$ cat src/rtl/sdram_pkg.sv
// Shared SDRAM command encodings, arbiter state encodings and default bus widths.
package sdram_pkg;

    localparam int ADDR_W_DEF = 13;
    localparam int BA_W_DEF   = 2;
    localparam int DQ_W_DEF   = 16;

    // {cs_n, ras_n, cas_n, we_n}
    typedef struct packed {
        logic cs_n;
        logic ras_n;
        logic cas_n;
        logic we_n;
    } sdram_cmd_t;

    localparam logic [3:0] CMD_NOP       = 4'b0111;
    localparam logic [3:0] CMD_ACTIVE    = 4'b0011;
    localparam logic [3:0] CMD_READ      = 4'b0101;
    localparam logic [3:0] CMD_WRITE     = 4'b0100;
    localparam logic [3:0] CMD_PRECHARGE = 4'b0010;
    localparam logic [3:0] CMD_REFRESH   = 4'b0001;
    localparam logic [3:0] CMD_MRS       = 4'b0000;

    typedef logic [2:0] state_t;

    localparam state_t ST_INIT    = 3'd0;
    localparam state_t ST_ARBIT   = 3'd1;
    localparam state_t ST_REFRESH = 3'd2;
    localparam state_t ST_WRITE   = 3'd3;
    localparam state_t ST_READ    = 3'd4;

endpackage

$ cat src/rtl/sdram_arbit_mux.sv
// Pin mux: routes the owning requester's command/bank/address/data to the SDRAM pins.
// Latency: purely combinational from the state register, zero cycles.
// Backpressure: none; ownership is decided entirely by the arbiter state.
module sdram_arbit_mux
    import sdram_pkg::*;
#(
    parameter int ADDR_W = ADDR_W_DEF,
    parameter int BA_W   = BA_W_DEF,
    parameter int DQ_W   = DQ_W_DEF
) (
    input  state_t            state,
    input  logic [3:0]        init_cmd,
    input  logic [BA_W-1:0]   init_ba,
    input  logic [ADDR_W-1:0] init_addr,
    input  logic [3:0]        refresh_cmd,
    input  logic [3:0]        wr_cmd,
    input  logic [BA_W-1:0]   wr_ba,
    input  logic [ADDR_W-1:0] wr_addr,
    input  logic [DQ_W-1:0]   wr_dq,
    input  logic              wr_dq_oe,
    input  logic [3:0]        rd_cmd,
    input  logic [BA_W-1:0]   rd_ba,
    input  logic [ADDR_W-1:0] rd_addr,
    output sdram_cmd_t        cmd,
    output logic [BA_W-1:0]   ba,
    output logic [ADDR_W-1:0] addr,
    output logic [DQ_W-1:0]   dq_out,
    output logic              dq_oe
);

    always_comb begin
        cmd    = CMD_NOP;
        ba     = '0;
        addr   = '1;
        dq_out = '0;
        dq_oe  = 1'b0;
        case (state)
            ST_INIT: begin
                cmd  = init_cmd;
                ba   = init_ba;
                addr = init_addr;
            end
            ST_REFRESH: begin
                cmd = refresh_cmd;
            end
            ST_WRITE: begin
                cmd    = wr_cmd;
                ba     = wr_ba;
                addr   = wr_addr;
                dq_out = wr_dq;
                dq_oe  = wr_dq_oe;
            end
            ST_READ: begin
                cmd  = rd_cmd;
                ba   = rd_ba;
                addr = rd_addr;
            end
            default: ;
        endcase
    end

endmodule

$ cat src/rtl/sdram_arbit.sv
// SDRAM command arbiter: init pass-through, then refresh > write/read (round-robin) ownership.
// Latency: grant ack one cycle after request is seen in ARBIT; pins follow owner with zero delay.
// Backpressure: owner holds the bus until its *_end; waiting refresh is flagged via refresh_pending.
module sdram_arbit
    import sdram_pkg::*;
#(
    parameter int ADDR_W = ADDR_W_DEF,
    parameter int BA_W   = BA_W_DEF,
    parameter int DQ_W   = DQ_W_DEF
) (
    input  logic              sysclk_100M,
    input  logic              rst_n,
    input  logic [3:0]        init_cmd,
    input  logic [BA_W-1:0]   init_ba,
    input  logic [ADDR_W-1:0] init_addr,
    input  logic              init_end,
    input  logic              arbit_refresh_req,
    output logic              arbit_refresh_ack,
    input  logic [3:0]        refresh_cmd,
    input  logic              refresh_end,
    input  logic              wr_req,
    output logic              wr_ack,
    input  logic              wr_end,
    input  logic [3:0]        wr_cmd,
    input  logic [BA_W-1:0]   wr_ba,
    input  logic [ADDR_W-1:0] wr_addr,
    input  logic [DQ_W-1:0]   wr_dq,
    input  logic              wr_dq_oe,
    input  logic              rd_req,
    output logic              rd_ack,
    input  logic              rd_end,
    input  logic [3:0]        rd_cmd,
    input  logic [BA_W-1:0]   rd_ba,
    input  logic [ADDR_W-1:0] rd_addr,
    output logic              refresh_pending,
    output logic              sdram_cke,
    output logic              sdram_cs_n,
    output logic              sdram_ras_n,
    output logic              sdram_cas_n,
    output logic              sdram_we_n,
    output logic [BA_W-1:0]   sdram_ba,
    output logic [ADDR_W-1:0] sdram_addr,
    output logic [DQ_W-1:0]   sdram_dq_out,
    output logic              sdram_dq_oe
);

    state_t     state;
    state_t     next_state;
    state_t     last_grant;
    sdram_cmd_t mux_cmd;
    logic       grant_evt;

    always_comb begin
        next_state = state;
        case (state)
            ST_INIT:    if (init_end) next_state = ST_ARBIT;
            ST_ARBIT: begin
                if (arbit_refresh_req)
                    next_state = ST_REFRESH;
                else if (wr_req && rd_req)
                    next_state = (last_grant == ST_WRITE) ? ST_READ : ST_WRITE;
                else if (wr_req)
                    next_state = ST_WRITE;
                else if (rd_req)
                    next_state = ST_READ;
            end
            // Every exit lands in ARBIT so the bus always gets at least one NOP between owners.
            ST_REFRESH: if (refresh_end) next_state = ST_ARBIT;
            ST_WRITE:   if (wr_end)      next_state = ST_ARBIT;
            ST_READ:    if (rd_end)      next_state = ST_ARBIT;
            default:    next_state = ST_INIT;
        endcase
    end

    assign grant_evt = (state == ST_ARBIT);

    always_ff @(posedge sysclk_100M or negedge rst_n) begin
        if (!rst_n) begin
            state             <= ST_INIT;
            last_grant        <= ST_READ;
            arbit_refresh_ack <= 1'b0;
            wr_ack            <= 1'b0;
            rd_ack            <= 1'b0;
        end else begin
            state             <= next_state;
            arbit_refresh_ack <= grant_evt && (next_state == ST_REFRESH);
            wr_ack            <= grant_evt && (next_state == ST_WRITE);
            rd_ack            <= grant_evt && (next_state == ST_READ);
            if (grant_evt && (next_state == ST_WRITE || next_state == ST_READ))
                last_grant <= next_state;
        end
    end

    assign refresh_pending = arbit_refresh_req && (state == ST_WRITE || state == ST_READ);
    assign sdram_cke       = 1'b1;

    sdram_arbit_mux #(
        .ADDR_W (ADDR_W),
        .BA_W   (BA_W),
        .DQ_W   (DQ_W)
    ) u_mux (
        .state       (state),
        .init_cmd    (init_cmd),
        .init_ba     (init_ba),
        .init_addr   (init_addr),
        .refresh_cmd (refresh_cmd),
        .wr_cmd      (wr_cmd),
        .wr_ba       (wr_ba),
        .wr_addr     (wr_addr),
        .wr_dq       (wr_dq),
        .wr_dq_oe    (wr_dq_oe),
        .rd_cmd      (rd_cmd),
        .rd_ba       (rd_ba),
        .rd_addr     (rd_addr),
        .cmd         (mux_cmd),
        .ba          (sdram_ba),
        .addr        (sdram_addr),
        .dq_out      (sdram_dq_out),
        .dq_oe       (sdram_dq_oe)
    );

    assign sdram_cs_n  = mux_cmd.cs_n;
    assign sdram_ras_n = mux_cmd.ras_n;
    assign sdram_cas_n = mux_cmd.cas_n;
    assign sdram_we_n  = mux_cmd.we_n;

endmodule

$ cat config.mk
export PLATFORM = sky130hd
export DESIGN_NAME = sdram_arbit
export DESIGN_NICKNAME = d
export VERILOG_FILES = /design/src/rtl/sdram_pkg.sv /design/src/rtl/sdram_arbit_mux.sv /design/src/rtl/sdram_arbit.sv
export SDC_FILE = /design/constraint.sdc
export NUM_CORES = 1
export LEC_CHECK = 0
export ABC_CLOCK_PERIOD_IN_PS = 1400
export BUFFER_PORTS_ARGS = -buffer_cell sky130_fd_sc_hd__buf_2
export CELL_PAD_IN_SITES_DETAIL_PLACEMENT = 1
export CELL_PAD_IN_SITES_GLOBAL_PLACEMENT = 1
export CORE_ASPECT_RATIO = 1.5
export CORE_MARGIN = 1.5
export CORE_UTILIZATION = 19
export CTS_BUF_LIST = sky130_fd_sc_hd__clkbuf_8
export DETAILED_ROUTE_END_ITERATION = 7
export PLACE_DENSITY_LB_ADDON = 0.15
export SYNTH_ARGS = -nofsm -noshare
export SYNTH_HDL_FRONTEND = slang
export SYNTH_SLANG_ARGS = --single-unit
$ cat constraint.sdc
create_clock -name sysclk_100M -period 1.4 [get_ports sysclk_100M]
set_input_delay 0.28 -clock sysclk_100M [delete_from_list [all_inputs] [get_ports sysclk_100M]]
set_output_delay 0.28 -clock sysclk_100M [all_outputs]
set_load 0.01 [all_outputs]
==> PnR_summary.wiki <==
{| class="wikitable"
! Metric !! Value
|-
| Type of the worst setup path || reg2out
|-
| Endpoint required time on the critical path || 1.12 ns
|-
| Hold violation count in the final report || 0
|-
| FF+latch count, synth || 9
|-
| Start point of the critical path || state[2]
|-
| Fraction of the yosys area taken by sequential cells || 0.2112
|-
| Async set-reset flop share out of synthesis || 1.000
|-
| Horizontal die dimension || 64.34 um
|-
| Synthesized netlist cell count || 134
|-
| Number of search-and-repair iterations in the first detailed-routing pass || 3
|-
| Via count of the first global-routing pass || 1695
|-
| Worst-path fanout max || 7
|-
| Post-layout utilization of the core || 0.4513
|-
| Endpoint arrival time on the critical path || 1.50 ns
|-
| Die Height || 95.01 um
|-
| Run status || complete, but fails checks
|-
| Portion of the clock cycle consumed by the worst path in the final layout || 1.274
|-
| Pwr per Cell Area || 1625 nW/um^2
|-
| Dominant cell by count in the synthesized netlist || sky130_fd_sc_hd__nor2_1
|-
| Startpoint types || flop
|-
| Top cells by area, synth || sky130_fd_sc_hd__dfrtp_1, sky130_fd_sc_hd__mux2i_1, sky130_fd_sc_hd__and3_1, sky130_fd_sc_hd__a21oi_1, sky130_fd_sc_hd__nor2_1
|-
| Synth Flop Type || sky130_fd_sc_hd__dfrtp_1
|-
| DP HPWL || 4100 um
|-
| ANT cells || 0
|-
| First-pass GRT wire length || 7624 um
|-
| Final worst setup slack || -0.3834 ns
|-
| Critical Path End Type || primary output
|-
| Unrepaired setup endpoints after global routing || yes
|-
| Avg Inst Size Synth || 8.002 um^2
|-
| Finished Cell Area || 2460 um^2
|-
| Cell types with the highest counts after synthesis || sky130_fd_sc_hd__nor2_1, sky130_fd_sc_hd__and3_1, sky130_fd_sc_hd__mux2i_1, sky130_fd_sc_hd__a21oi_1, sky130_fd_sc_hd__dfrtp_1
|-
| Antenna-violating nets left || 0
|-
| Clock tree from TritonCTS || built
|-
| Fin Clk Skew || 0.0009728 ns
|-
| Vias per inst || 4.552
|-
| Clk root buf || sky130_fd_sc_hd__clkbuf_8
|-
| Initial core utilization || 0.1967
|-
| Detail-routed net length per standard cell || 14.99 um
|-
| Sink Count || 9
|-
| Cell type with the largest total area after synthesis || sky130_fd_sc_hd__dfrtp_1
|-
| Full die area || 6113 um^2
|-
| Total cell area at the placement stage || 2001 um^2
|-
| Number of remaining DRC errors || 0
|-
| DRC marker count from the first detailed-route iteration || 13
|-
| Number of I/O port buffers || 126
|-
| Total via count in the routed design || 1634
|-
| Global placer's final weighted congestion || 0.7340
|-
| Violated checks || setup timing
|-
| Share of final-layout standard cells stronger than drive strength 1 || 0.7924
|-
| Post-synth design cell area || 1072 um^2
|-
| H-tree level count || 1
|-
| Global-route usage over all layers || 0.1591
|-
| Pre-CTS setup slack || -0.2786 ns
|-
| Final setup TNS || -13.70 ns
|-
| Synthesized netlist net count || 221
|-
| Total detailed-routing wirelength || 5383 um
|-
| Final net count || 377
|-
| Number of failing setup endpoints in the final timing report || 45
|-
| Reg-to-Reg Start || state[2]
|-
| Total CTS buffers || 3
|-
| Largest net degree at the start of global routing || 19
|-
| Min Clock Period, post-route || 1.783 ns
|-
| Number of I/O pins || 128
|-
| Final Hold Slack || 0.3858 ns
|-
| Number of unique standard cell types used by synthesis || 35
|-
| Warnings from Yosys || 0
|-
| Hold Crit Start || wr_end
|-
| Grt ovf || 0
|-
| Number of enable flip-flop cells after synthesis || 0
|-
| Largest vdd supply drop || 0.8430 mV
|-
| Buffer depth of the longest clock path || 2
|-
| Std cell rows || 33
|-
| Max-Cap Viols || 0
|-
| Register clock-pin slew on the reported worst setup and hold paths || 0.05 ns
|-
| Final Max Tran Viols || 0
|-
| Core area || 5450 um^2
|-
| Cell leakage power || 1.251 nW
|-
| Path class of the lowest-slack min-delay path || in2reg
|-
| Antenna violations before repair || 0
|-
| Area share of the largest cell type after synthesis || 0.1867
|-
| Post-synthesis to final-layout area growth || 129.4%
|-
| Highest clock frequency the design can meet || 560.7 MHz
|-
| Clock latency at the later pin of the worst-skew pair || 0.24 ns
|}
sequential cells by signal, summed over array words and instances (netlist names):
register and count:
wr_ack 1, arbit_refresh_ack 1, state 3, rd_ack 1, last_grant 3
final timing paths:
| path | endpoint | slack, ns | cells past startpoint |
|---|---|---|---|
| min in group asynchronous | last_grant[1] | 0.43 | 2 |
| setup reg to reg | wr_ack | -0.29 | 8 |
| setup / recovery | sdram_we_n | -0.38 | 4 |
| hold reg to reg | last_grant[1] | 0.55 | 2 |
| max in group asynchronous | last_grant[2] | 0.72 | 2 |
| hold / removal | state[1] | 0.39 | 4 |
cell type report:
type | count | area (um^2)
Multi-Input combinational cell | 108 | 996.0
Clock inverter | 1 | 3.754
Fill cell | 678 | 2990
Timing Repair Buffer | 163 | 1084
Sequential cell | 9 | 229.0
Inverter | 5 | 18.77
Clock buffer | 3 | 41.29
Tap cell | 70 | 87.58
timing repair:
action | CTS | global route
gates resized for setup | 13 | 49
endpoints found under the setup margin | 44 | 45
hold buffers | 1 | 0
hold endpoints to repair | 8 | 0
pin swaps | 8 | 16
buffers inserted | 5 | 6
gates cloned | 0 | 4
per-layer routing:
metal	up-vias	part of all wire	global-route usage
met5	-	0	0
met4	0	0.0098	0.06383
met3	4	0.059	0.03218
met2	67	0.59	0.3134
met1	770	0.34	0.1594
li1	793	-	-
metrics by stage:
step                      std cells  power [mW]
after floorplan                 134       1.969
after global placement          339       2.912
after detailed placement        339       2.936
after CTS                       349       3.405
after global routing            359       4.323
final                           359       3.998
report_power, final:
part	internal, mW	switching (mW)
clock	0.192	0.113
combinational	1.78	1.43
sequential	0.375	0.108
cells by family (layout without fill, tap and decap cells):
logic type,Yosys count,in the layout,synth area share
AND/OR/NAND/NOR,50,50,0.2544
buffers and inverters,17,172,0.08635
flip-flops,9,9,0.2112
other,1,1,0.003497
multiplexers,20,20,0.1902
AO/OA/AOI/OAI,37,37,0.2544
critical path, cell delays in order (launching register included):
cell                      delay (ns)
sky130_fd_sc_hd__dfrtp_2        0.48
sky130_fd_sc_hd__or2b_4         0.29
sky130_fd_sc_hd__o22a_2         0.22
sky130_fd_sc_hd__o22a_1         0.14
sky130_fd_sc_hd__buf_2          0.13
cell usage in the layout, fill, tap and decap left out, drive strengths merged, types with 2 or more instances in the layout:
master / netlist / routed
nor3b: 2 / 2
inv: 5 / 6
a21o: 2 / 2
and3: 17 / 17
mux2: 3 / 3
dfrtp: 8 / 8
nor2b: 2 / 2
o21ai: 6 / 6
mux2i: 17 / 17
o22a: 6 / 6
a21oi: 15 / 15
clkbuf: 5 / 6
nand2: 6 / 6
nor2: 18 / 18
buf: 7 / 159
Note: power is estimated with default switching activity, not from simulation.
